==> src/rtl/hazard_controller_pkg.sv <==
// Shared pipeline encodings for the RV32I hazard controller: result selects,
// forward selects and the hazard FSM state type.
package pipeline_pkg;

    localparam logic [1:0] RES_ALU = 2'b00;
    localparam logic [1:0] RES_MEM = 2'b01;
    localparam logic [1:0] RES_PC4 = 2'b10;

    localparam logic [1:0] FWD_RF  = 2'b00;
    localparam logic [1:0] FWD_W   = 2'b01;
    localparam logic [1:0] FWD_M   = 2'b10;

    typedef enum logic [1:0] {
        RUN,
        MEM_WAIT,
        ERROR
    } hz_state_t;

    // Loads and stores both occupy the data memory in the M stage.
    function automatic logic is_mem_access(input logic [1:0] result_src, input logic mem_write);
        return (result_src == RES_MEM) || mem_write;
    endfunction

endpackage

==> src/rtl/hazard_controller_if.sv <==
// Pipeline-side view of the hazard controller: register tags and controls in,
// forward selects, stall/flush strobes and status out.
interface hazard_controller_if #(
    parameter int A_WIDTH   = 5,
    parameter int CNT_WIDTH = 32
);
    logic [A_WIDTH-1:0]   Rs1D, Rs2D;
    logic [A_WIDTH-1:0]   Rs1E, Rs2E, RdE;
    logic [1:0]           ResultSrcE;
    logic                 PCSrcE;
    logic [A_WIDTH-1:0]   RdM;
    logic                 RegWriteM;
    logic [1:0]           ResultSrcM;
    logic                 MemWriteM;
    logic                 mem_ready;
    logic [A_WIDTH-1:0]   RdW;
    logic                 RegWriteW;

    logic [1:0]           ForwardAE, ForwardBE;
    logic                 StallF, StallD, StallE, StallM;
    logic                 FlushD, FlushE, FlushW;
    logic                 mem_timeout;
    logic [CNT_WIDTH-1:0] stall_cycles;
    logic [CNT_WIDTH-1:0] flush_count;

    modport master (
        output Rs1D, Rs2D, Rs1E, Rs2E, RdE, ResultSrcE, PCSrcE,
               RdM, RegWriteM, ResultSrcM, MemWriteM, mem_ready, RdW, RegWriteW,
        input  ForwardAE, ForwardBE, StallF, StallD, StallE, StallM,
               FlushD, FlushE, FlushW, mem_timeout, stall_cycles, flush_count
    );

    modport slave (
        input  Rs1D, Rs2D, Rs1E, Rs2E, RdE, ResultSrcE, PCSrcE,
               RdM, RegWriteM, ResultSrcM, MemWriteM, mem_ready, RdW, RegWriteW,
        output ForwardAE, ForwardBE, StallF, StallD, StallE, StallM,
               FlushD, FlushE, FlushW, mem_timeout, stall_cycles, flush_count
    );

endinterface

==> src/rtl/hazard_controller_forward_unit.sv <==
// One execute-stage operand forward select; the M stage holds the younger
// result, so it wins over W.
module forward_unit
    import pipeline_pkg::*;
#(
    parameter int A_WIDTH = 5
) (
    input  logic [A_WIDTH-1:0] i_rs,
    input  logic [A_WIDTH-1:0] i_rd_m,
    input  logic               i_reg_write_m,
    input  logic [A_WIDTH-1:0] i_rd_w,
    input  logic               i_reg_write_w,
    output logic [1:0]         o_forward
);

    logic w_hit_m;
    logic w_hit_w;

    assign w_hit_m = i_reg_write_m && (i_rd_m != '0) && (i_rd_m == i_rs);
    assign w_hit_w = i_reg_write_w && (i_rd_w != '0) && (i_rd_w == i_rs);

    always_comb begin
        o_forward = FWD_RF;
        if (w_hit_m) begin
            o_forward = FWD_M;
        end else if (w_hit_w) begin
            o_forward = FWD_W;
        end
    end

endmodule

==> src/rtl/hazard_controller.sv <==
// Hazard controller for the 5-stage RV32I pipeline: forwarding, load-use
// stalls, branch flushes and a watchdog-guarded freeze for slow data memory.
module hazard_controller
    import pipeline_pkg::*;
#(
    parameter int A_WIDTH   = 5,
    parameter int CNT_WIDTH = 32,
    parameter int MAX_WAIT  = 255
) (
    input  logic              clk,
    input  logic              rst_n,
    hazard_controller_if.slave hz
);

    localparam int WAIT_W = (MAX_WAIT < 2) ? 1 : $clog2(MAX_WAIT + 1);

    hz_state_t            r_state;
    hz_state_t            w_next_state;
    logic                 r_flush_pending;
    logic                 w_next_flush_pending;
    logic [WAIT_W-1:0]    r_wait_cnt;
    logic [WAIT_W-1:0]    w_next_wait_cnt;
    logic                 r_mem_timeout;
    logic                 w_next_mem_timeout;
    logic [CNT_WIDTH-1:0] r_stall_cycles;
    logic [CNT_WIDTH-1:0] r_flush_count;

    logic [1:0]           w_fwd_a;
    logic [1:0]           w_fwd_b;
    logic                 w_mem_m;
    logic                 w_load_use;
    logic                 w_branch;
    logic                 w_freeze;
    logic                 w_lu_stall;
    logic                 w_branch_flush;
    logic                 w_stall_f;

    forward_unit #(.A_WIDTH(A_WIDTH)) u_fwd_a (
        .i_rs          (hz.Rs1E),
        .i_rd_m        (hz.RdM),
        .i_reg_write_m (hz.RegWriteM),
        .i_rd_w        (hz.RdW),
        .i_reg_write_w (hz.RegWriteW),
        .o_forward     (w_fwd_a)
    );

    forward_unit #(.A_WIDTH(A_WIDTH)) u_fwd_b (
        .i_rs          (hz.Rs2E),
        .i_rd_m        (hz.RdM),
        .i_reg_write_m (hz.RegWriteM),
        .i_rd_w        (hz.RdW),
        .i_reg_write_w (hz.RegWriteW),
        .o_forward     (w_fwd_b)
    );

    assign w_mem_m    = is_mem_access(hz.ResultSrcM, hz.MemWriteM);
    assign w_load_use = (hz.ResultSrcE == RES_MEM) && (hz.RdE != '0) &&
                        ((hz.RdE == hz.Rs1D) || (hz.RdE == hz.Rs2D));
    // A branch resolved during a freeze is replayed on the first free cycle.
    assign w_branch   = hz.PCSrcE || r_flush_pending;

    always_comb begin
        w_next_state         = r_state;
        w_next_flush_pending = r_flush_pending;
        w_next_wait_cnt      = r_wait_cnt;
        w_next_mem_timeout   = r_mem_timeout;
        w_freeze             = 1'b0;
        w_lu_stall           = 1'b0;
        w_branch_flush       = 1'b0;
        case (r_state)
            RUN: begin
                if (w_mem_m && !hz.mem_ready) begin
                    w_freeze             = 1'b1;
                    w_next_state         = MEM_WAIT;
                    w_next_wait_cnt      = WAIT_W'(1);
                    w_next_flush_pending = w_branch;
                end else if (w_branch) begin
                    w_branch_flush       = 1'b1;
                    w_next_flush_pending = 1'b0;
                end else if (w_load_use) begin
                    w_lu_stall           = 1'b1;
                end
            end
            MEM_WAIT: begin
                w_freeze             = 1'b1;
                w_next_flush_pending = r_flush_pending || hz.PCSrcE;
                if (hz.mem_ready) begin
                    w_next_state = RUN;
                end else if (r_wait_cnt == WAIT_W'(MAX_WAIT)) begin
                    w_next_state       = ERROR;
                    w_next_mem_timeout = 1'b1;
                end else begin
                    w_next_wait_cnt = r_wait_cnt + WAIT_W'(1);
                end
            end
            ERROR: begin
                w_freeze           = 1'b1;
                w_next_mem_timeout = 1'b1;
            end
            default: begin
                w_next_state = RUN;
            end
        endcase
    end

    assign w_stall_f = w_freeze || w_lu_stall;

    always_ff @(posedge clk) begin
        if (!rst_n) begin
            r_state         <= RUN;
            r_flush_pending <= 1'b0;
            r_wait_cnt      <= '0;
            r_mem_timeout   <= 1'b0;
            r_stall_cycles  <= '0;
            r_flush_count   <= '0;
        end else begin
            r_state         <= w_next_state;
            r_flush_pending <= w_next_flush_pending;
            r_wait_cnt      <= w_next_wait_cnt;
            r_mem_timeout   <= w_next_mem_timeout;
            if (w_stall_f && (r_stall_cycles != {CNT_WIDTH{1'b1}})) begin
                r_stall_cycles <= r_stall_cycles + CNT_WIDTH'(1);
            end
            if (w_branch_flush && (r_flush_count != {CNT_WIDTH{1'b1}})) begin
                r_flush_count <= r_flush_count + CNT_WIDTH'(1);
            end
        end
    end

    // Strobes are held quiet for as long as reset is asserted.
    assign hz.ForwardAE    = rst_n ? w_fwd_a : FWD_RF;
    assign hz.ForwardBE    = rst_n ? w_fwd_b : FWD_RF;
    assign hz.StallF       = rst_n && w_stall_f;
    assign hz.StallD       = rst_n && w_stall_f;
    assign hz.StallE       = rst_n && w_freeze;
    assign hz.StallM       = rst_n && w_freeze;
    assign hz.FlushD       = rst_n && w_branch_flush;
    assign hz.FlushE       = rst_n && (w_branch_flush || w_lu_stall);
    assign hz.FlushW       = rst_n && w_freeze;
    assign hz.mem_timeout  = r_mem_timeout;
    assign hz.stall_cycles = r_stall_cycles;
    assign hz.flush_count  = r_flush_count;

endmodule

==> src/flat_wrapper.sv <==
// flat-port wrapper written by rule: the top's interface ports become plain ports
module hazard_controller_flat import pipeline_pkg::*;
#(
    parameter int A_WIDTH   = 5,
    parameter int CNT_WIDTH = 32,
    parameter int MAX_WAIT  = 255
)
  (clk, rst_n, hz_Rs1D, hz_Rs2D, hz_Rs1E, hz_Rs2E, hz_RdE, hz_ResultSrcE, hz_PCSrcE, hz_RdM, hz_RegWriteM, hz_ResultSrcM, hz_MemWriteM, hz_mem_ready, hz_RdW, hz_RegWriteW, hz_ForwardAE, hz_ForwardBE, hz_StallF, hz_StallD, hz_StallE, hz_StallM, hz_FlushD, hz_FlushE, hz_FlushW, hz_mem_timeout, hz_stall_cycles, hz_flush_count);
  hazard_controller_if #(.A_WIDTH(A_WIDTH), .CNT_WIDTH(CNT_WIDTH)) hz_i ();
  input  logic clk;
  input  logic rst_n;
  input wire logic [$bits(hz_i.Rs1D)-1:0] hz_Rs1D;
  input wire logic [$bits(hz_i.Rs2D)-1:0] hz_Rs2D;
  input wire logic [$bits(hz_i.Rs1E)-1:0] hz_Rs1E;
  input wire logic [$bits(hz_i.Rs2E)-1:0] hz_Rs2E;
  input wire logic [$bits(hz_i.RdE)-1:0] hz_RdE;
  input wire logic [$bits(hz_i.ResultSrcE)-1:0] hz_ResultSrcE;
  input wire logic [$bits(hz_i.PCSrcE)-1:0] hz_PCSrcE;
  input wire logic [$bits(hz_i.RdM)-1:0] hz_RdM;
  input wire logic [$bits(hz_i.RegWriteM)-1:0] hz_RegWriteM;
  input wire logic [$bits(hz_i.ResultSrcM)-1:0] hz_ResultSrcM;
  input wire logic [$bits(hz_i.MemWriteM)-1:0] hz_MemWriteM;
  input wire logic [$bits(hz_i.mem_ready)-1:0] hz_mem_ready;
  input wire logic [$bits(hz_i.RdW)-1:0] hz_RdW;
  input wire logic [$bits(hz_i.RegWriteW)-1:0] hz_RegWriteW;
  output wire logic [$bits(hz_i.ForwardAE)-1:0] hz_ForwardAE;
  output wire logic [$bits(hz_i.ForwardBE)-1:0] hz_ForwardBE;
  output wire logic [$bits(hz_i.StallF)-1:0] hz_StallF;
  output wire logic [$bits(hz_i.StallD)-1:0] hz_StallD;
  output wire logic [$bits(hz_i.StallE)-1:0] hz_StallE;
  output wire logic [$bits(hz_i.StallM)-1:0] hz_StallM;
  output wire logic [$bits(hz_i.FlushD)-1:0] hz_FlushD;
  output wire logic [$bits(hz_i.FlushE)-1:0] hz_FlushE;
  output wire logic [$bits(hz_i.FlushW)-1:0] hz_FlushW;
  output wire logic [$bits(hz_i.mem_timeout)-1:0] hz_mem_timeout;
  output wire logic [$bits(hz_i.stall_cycles)-1:0] hz_stall_cycles;
  output wire logic [$bits(hz_i.flush_count)-1:0] hz_flush_count;
  assign hz_i.Rs1D = hz_Rs1D;
  assign hz_i.Rs2D = hz_Rs2D;
  assign hz_i.Rs1E = hz_Rs1E;
  assign hz_i.Rs2E = hz_Rs2E;
  assign hz_i.RdE = hz_RdE;
  assign hz_i.ResultSrcE = hz_ResultSrcE;
  assign hz_i.PCSrcE = hz_PCSrcE;
  assign hz_i.RdM = hz_RdM;
  assign hz_i.RegWriteM = hz_RegWriteM;
  assign hz_i.ResultSrcM = hz_ResultSrcM;
  assign hz_i.MemWriteM = hz_MemWriteM;
  assign hz_i.mem_ready = hz_mem_ready;
  assign hz_i.RdW = hz_RdW;
  assign hz_i.RegWriteW = hz_RegWriteW;
  assign hz_ForwardAE = hz_i.ForwardAE;
  assign hz_ForwardBE = hz_i.ForwardBE;
  assign hz_StallF = hz_i.StallF;
  assign hz_StallD = hz_i.StallD;
  assign hz_StallE = hz_i.StallE;
  assign hz_StallM = hz_i.StallM;
  assign hz_FlushD = hz_i.FlushD;
  assign hz_FlushE = hz_i.FlushE;
  assign hz_FlushW = hz_i.FlushW;
  assign hz_mem_timeout = hz_i.mem_timeout;
  assign hz_stall_cycles = hz_i.stall_cycles;
  assign hz_flush_count = hz_i.flush_count;
  hazard_controller #(.A_WIDTH(A_WIDTH), .CNT_WIDTH(CNT_WIDTH), .MAX_WAIT(MAX_WAIT)) u_core (.clk(clk), .rst_n(rst_n), .hz(hz_i));
endmodule
==> config.mk <==
export PLATFORM = sky130hd
export DESIGN_NAME = hazard_controller_flat
export DESIGN_NICKNAME = d
export VERILOG_FILES = /design/src/rtl/hazard_controller_pkg.sv /design/src/rtl/hazard_controller_if.sv /design/src/rtl/hazard_controller_forward_unit.sv /design/src/rtl/hazard_controller.sv /design/src/flat_wrapper.sv
export SDC_FILE = /design/constraint.sdc
export NUM_CORES = 1
export LEC_CHECK = 0
export CAP_MARGIN = 20
export CORE_MARGIN = 5
export CORE_UTILIZATION = 45
export DETAILED_ROUTE_END_ITERATION = 10
export DONT_BUFFER_PORTS = 1
export HOLD_SLACK_MARGIN = 0.08
export MAX_ROUTING_LAYER = met4
export SYNTH_ARGS = -nofsm -noshare
export SYNTH_HDL_FRONTEND = slang
export SYNTH_SLANG_ARGS = --single-unit
==> constraint.sdc <==
create_clock -name clk -period 3.9 [get_ports clk]
set_clock_uncertainty 0.15 [all_clocks]
set_input_delay 0.78 -clock clk [delete_from_list [all_inputs] [get_ports clk]]
set_output_delay 0.78 -clock clk [all_outputs]
set_load 0.1 [all_outputs]
==> results.yml, run 1 <==
setup_path:
  max_stage_delay_ns: 0.76
  path_cells: "inv_1, ha_1, nor2b_1, o21ai_1, a21oi_2, and2_4"
  critPathSlowestCell: "and2_4"
  cp_data_arrival_time_ns: 2.40
  critical_path_class: "reg -> out"
  crit_buf_inv: 1
  cp.required_ns: 2.97
  cp_max_fo: 6
  critPathTopFamily: "simple AND/OR/NAND/NOR gates"
  start_kind: "flop"
  cp-end-kind: "output pin"
power_and_ir_drop:
  p_leak_nw: 1.88
  ir_drop_mv: 0.272
  power_mw: 1.60
  p_per_area_mw_per_mm2: 309
grt:
  grt_max_degree: 56
  gr-usage-all-layers: 0.193
  grt_pass1_wl_um: 18000
  grt_pass1_vias: 3855
  grt_overflow: 0
  antenna_found_initial: 0
clock_network:
  cts-resized-gates: 0
  clk-insertion-delay-late_ns: 0.35
  post_cts_buffers: 0
  clkTransAtPathRegs_ns: 0.08
  cts_tree: "done"
  cts_root_buffer: "clkbuf_8"
  cts_buffer_depth: 2
  h-tree-depth: 3
  numCtsBuffers: 9
  hold_buffers: 0
  cts_sinks: 76
synthesis:
  synth_largest_area_cell: "dfxtp_1"
  yosysWarnings: 0
  synth_edf_count: 0
  netlist_area_mm2: 0.00436
  synth_cell_types: 53
  synth.area.top_cells: "dfxtp_1 (35%), xor2_1 (6.4%), xnor2_1 (6.0%), or4_1 (4.1%), nor2_1 (4.0%)"
  synth-seq-cells: 76
  netlist.area_leader.share: 0.349
  yosys-top-cells-count: "dfxtp_1 (76), nor2_1 (47), nand2_1 (44)"
  post_synth.cell_area_avg_um2: 8.39
  syn_nets: 572
  yosysMostFrequentCell: "dfxtp_1"
  synthFlopType: "dfxtp_1"
  synth-async-reset-ratio: 0
  netlist_instances: 519
  ys_seq_area_frac: 0.349
sta:
  final.period_utilization: 0.853
  worst_pin_slew_ns: 1.12
  fin_crit_ns: 3.33
  slew_viol_final: 0
  relSlewSlack: 0.251
  setup_viol: 0
  whs_ns: 0.347
  hold_viol_final: 0
  fmax_mhz: 300
  rsz0062_at_grt: "false"
detailed_routing:
  via_count: 3994
  wire_per_inst_um: 15.2
  wirelength_um: 10900
  drt_iter0_markers: 150
  dr.pass1.iters: 4
  vias_per_cell: 5.58
  ant_nets: 0
  drc: 0
cells_and_area:
  fin_nets: 631
  n_antenna_cell: 0
  syn_to_final_growth_pct: 18.6
  fin_util: 0.539
  drive_gt1_frac: 0.182
  fillers: 933
floorplanning:
  die_h_um: 108
  core_area_mm2: 0.00959
  start_util: 0.454
  fp.dieW_um: 108
  dieArea_mm2: 0.0117
  io_pins: 122
  rows: 36
outcome:
  outcome: "complete, no violations"
placed_design:
  globalplace.congestion: 0.826
  dpl.hpwl_um: 7980
  portBuffers: 0
flow_run:
  drv_cap: 0
hold_path:
  hp-class: "reg -> reg"
[metrics by stage]
stage | cells | instance area (um2) | setup slack (ns) | setup TNS [ns]
after floorplan | 519 | 4380 | -0.376 | -0.376
after CTS | 716 | 5170 | 0.518 | 0
after global routing | 716 | 5170 | 0.447 | 0
after detailed placement | 700 | 4980 | 0.690 | 0
after global placement | 700 | 4980 | 0.723 | 0
final | 716 | 5170 | 0.571 | 0
[kinds of logic after synthesis]
logic type	synth area share
mux	0.0253
flops	0.349
xor+xnor	0.125
buf+inv	0.0419
simple gates	0.322
fa+ha+maj	0.0201
compound gates	0.117
[worst min-delay path, delay by kind of cell, from the launching register on]
kind             cells  cell delay (ns)
flip-flops           1             0.33
AND/OR/NAND/NOR      1             0.07
AO/OA/AOI/OAI        1             0.06
[state kept, by name, summed over array words and instances, names as in the netlist]
name	flops
u_core.hz.flush_count	32
u_core.hz.stall_cycles	32
u_core.r_wait_cnt	8
u_core.r_state	2
u_core.hz.mem_timeout	1
u_core.r_flush_pending	1
[area by class of cell]
cell class	count	area, um2	area share
Clock buffer	12	165	0.0320
Multi-Input combinational cell	409	2700	0.522
Timing Repair Buffer	73	561	0.108
Sequential cell	76	1520	0.294
Clock inverter	4	22.5	0.00436
Inverter	9	33.8	0.00654
Tap cell	133	166	0.0322
[layer usage]
layer / share of wire / wire, um / track usage / up-vias
met5: 0 / 0 / - / -
met4: 0.018 / 197 / 0.0658 / 0
met3: 0.079 / 859 / 0.0597 / 17
met2: 0.48 / 5210 / 0.314 / 110
met1: 0.42 / 4620 / 0.226 / 1873
li1: - / - / - / 1994
[power by group]
group	switching (mW)	internal (mW)	leakage (nW)
registers	0.00506	0.783	0.613
logic	0.171	0.0641	1.17
clock network	0.291	0.280	0.0982
total	0.468	1.13	1.88
[path summary, 6_finish.rpt]
check | start | endpoint | slack [ns] | depth (start not counted)
max reg2reg | u_core.hz.stall_cycles[7] | u_core.hz.stall_cycles[14] | 1.02 | 8
max | u_core.r_state[0] | hz_FlushW | 0.57 | 6
min | u_core.r_wait_cnt[1] | u_core.r_wait_cnt[1] | 0.35 | 2
min reg2reg | u_core.r_wait_cnt[1] | u_core.r_wait_cnt[1] | 0.35 | 2
[cell usage in the layout, fill, tap and decap left out, types with 3 or more instances in the layout]
master	synthesis	layout
o21ai_0	6	6
nand2b_1	15	15
clkinv_2	0	3
or3_1	5	5
nor2b_1	3	3
and4_1	14	14
o21ai_1	5	5
xor2_1	32	32
o31ai_1	19	19
nor4_1	11	9
nand3_1	32	32
nand2_1	44	44
nor3_1	11	11
buf_4	8	72
nand4_1	13	13
a21oi_1	29	29
nor2_2	1	3
mux2i_1	11	11
ha_1	7	7
nor2_1	47	44
clkbuf_8	0	12
xnor2_1	30	30
dfxtp_1	76	76
and3_1	14	14
and2_1	9	8
or4_1	24	24
inv_1	8	8
Power figures use the tool's default switching activity.
==> run 2: changes to the inputs <==
==> constraint.sdc (replaced) <==
create_clock -name clk -period 3.1 [get_ports clk]
set_clock_uncertainty 0.15 [all_clocks]
set_input_delay 0.62 -clock clk [delete_from_list [all_inputs] [get_ports clk]]
set_output_delay 0.62 -clock clk [all_outputs]
set_load 0.1 [all_outputs]
==> run 2 against run 1 <==
  * Sequential share of layout area down 0.68 points
  * Sequential cell count unchanged
  * Total power up 35%
  * Global-route usage up 0.11 points
  * Die area unchanged
  * Clock power up 49%
  * Combinational power up 33%
  * Non-clock buffer count up 3
  * Sequential power up 26%
  * Cell count up 0.42%
  * Critical path depth up 1
  * Critical endpoint unchanged
==> results.yml, run 2 (same netlist as run 1, synthesis figures left out) <==
clock_network:
  clkTransAtPathRegs_ns: 0.09
  clk-insertion-delay-late_ns: 0.35
  cts_buffer_depth: 2
  cts_root_buffer: "clkbuf_8"
  numCtsBuffers: 9
  hold_buffers: 0
  cts-resized-gates: 0
  h-tree-depth: 3
  post_cts_buffers: 0
  cts_tree: "done"
  cts_sinks: 76
power_and_ir_drop:
  power_mw: 2.16
  p_per_area_mw_per_mm2: 408
  ir_drop_mv: 0.263
  p_leak_nw: 1.92
cells_and_area:
  multiInputGateArea_mm2: 0.00270
  mostFrequentLayoutCells: "dfxtp_1 (76), buf_4 (71), nand2_1 (44), nor2_1 (44)"
  ff_latch_area_mm2: 0.00152
  fin_nets: 634
  n_antenna_cell: 0
  finalInstanceArea_mm2: 0.00529
  mostFrequentLayoutCell: "dfxtp_1"
  drive_gt1_frac: 0.189
  fillers: 914
  syn_to_final_growth_pct: 21.4
setup_path:
  cp.required_ns: 2.33
  start_kind: "flop"
  cp_data_arrival_time_ns: 2.17
  cp_max_fo: 6
  cp-end-kind: "output pin"
  critical_path_class: "reg -> out"
grt:
  grt_overflow: 0
  grt_max_degree: 59
  gr-usage-all-layers: 0.194
  grt_pass1_wl_um: 18100
  grt_pass1_vias: 3827
  antenna_found_initial: 0
outcome:
  outcome: "complete, no violations"
sta:
  fin_ws_ns: 0.163
  tns_ns: 0
  fmax_mhz: 340
  rsz0062_at_grt: "false"
  setup_viol: 0
  relSlewSlack: 0.339
  fin_crit_ns: 2.94
  final.period_utilization: 0.947
  slew_viol_final: 0
  worst_pin_slew_ns: 0.991
  hold_viol_final: 0
detailed_routing:
  via_count: 3984
  route.met3.wl_um: 701
  vias_per_cell: 5.54
  drt_iter0_markers: 233
  wirelength_um: 11000
  routedLengthMet1_um: 4880
  wire_per_inst_um: 15.3
  drc: 0
  route.met2.wl_um: 5270
  ant_nets: 0
  dr.pass1.iters: 4
  highest_layer: "met4"
floorplanning:
  core_area_mm2: 0.00959
  die_h_um: 108
  start_util: 0.454
  io_pins: 122
  dieArea_mm2: 0.0117
  fp.dieW_um: 108
  rows: 36
placed_design:
  placed_area_mm2: 0.00506
  globalplace.congestion: 0.796
  dpl.hpwl_um: 8070
  portBuffers: 0
  dp_slack_ns: 0.353
hold_path:
  hp-class: "in -> reg"
flow_run:
  drv_cap: 0
-- run 2: final timing paths --
kind,startpoint,to,slack (ns),cells after the start
setup / recovery,u_core.r_state[1],hz_FlushW,0.16,7
hold / removal,rst_n,u_core.hz.stall_cycles[14],0.25,1
setup reg to reg,u_core.r_state[1],u_core.hz.stall_cycles[4],0.60,9
hold reg to reg,u_core.r_wait_cnt[1],u_core.r_wait_cnt[1],0.35,2
-- run 2: metal layers --
layer | GRT usage | up-vias
met4 | 0.0496 | 0
met2 | 0.315 | 90
met1 | 0.234 | 1886
met5 | - | -
li1 | - | 2000
met3 | 0.0627 | 8
-- run 2: where the power goes --
| part | switching [mW] | leakage (nW) | total, mW | internal, mW |
|---|---|---|---|---|
| Combinational | 0.220 | 1.20 | 0.313 | 0.0926 |
| Clock | 0.395 | 0.102 | 0.852 | 0.457 |
| Sequential | 0.00715 | 0.613 | 0.992 | 0.985 |
-- run 2: critical path: stages (launching register included) --
cell and delay (ns):
dfxtp_1 0.33, inv_1 0.11, ha_2 0.23, nor2b_1 0.14, o21ai_1 0.16, a21oi_2 0.32
and2_4 0.22, buf_16 0.30
-- run 2: cell type report --
cell class / instances / share of cell area
Tap cell: 133 / 0.0315
Sequential cell: 76 / 0.288
Clock buffer: 9 / 0.0234
Multi-Input combinational cell: 409 / 0.511
Clock inverter: 7 / 0.0189
Timing Repair Buffer: 76 / 0.121
Inverter: 9 / 0.00639
-- run 2: per-stage QoR --
stage,utilization,cells,hold slack (ns)
after floorplan,-,519,0.308
after global placement,0.527,703,0.319
after detailed placement,0.527,703,0.341
after CTS,0.550,719,0.226
after global routing,0.551,719,0.233
final,0.551,719,0.249
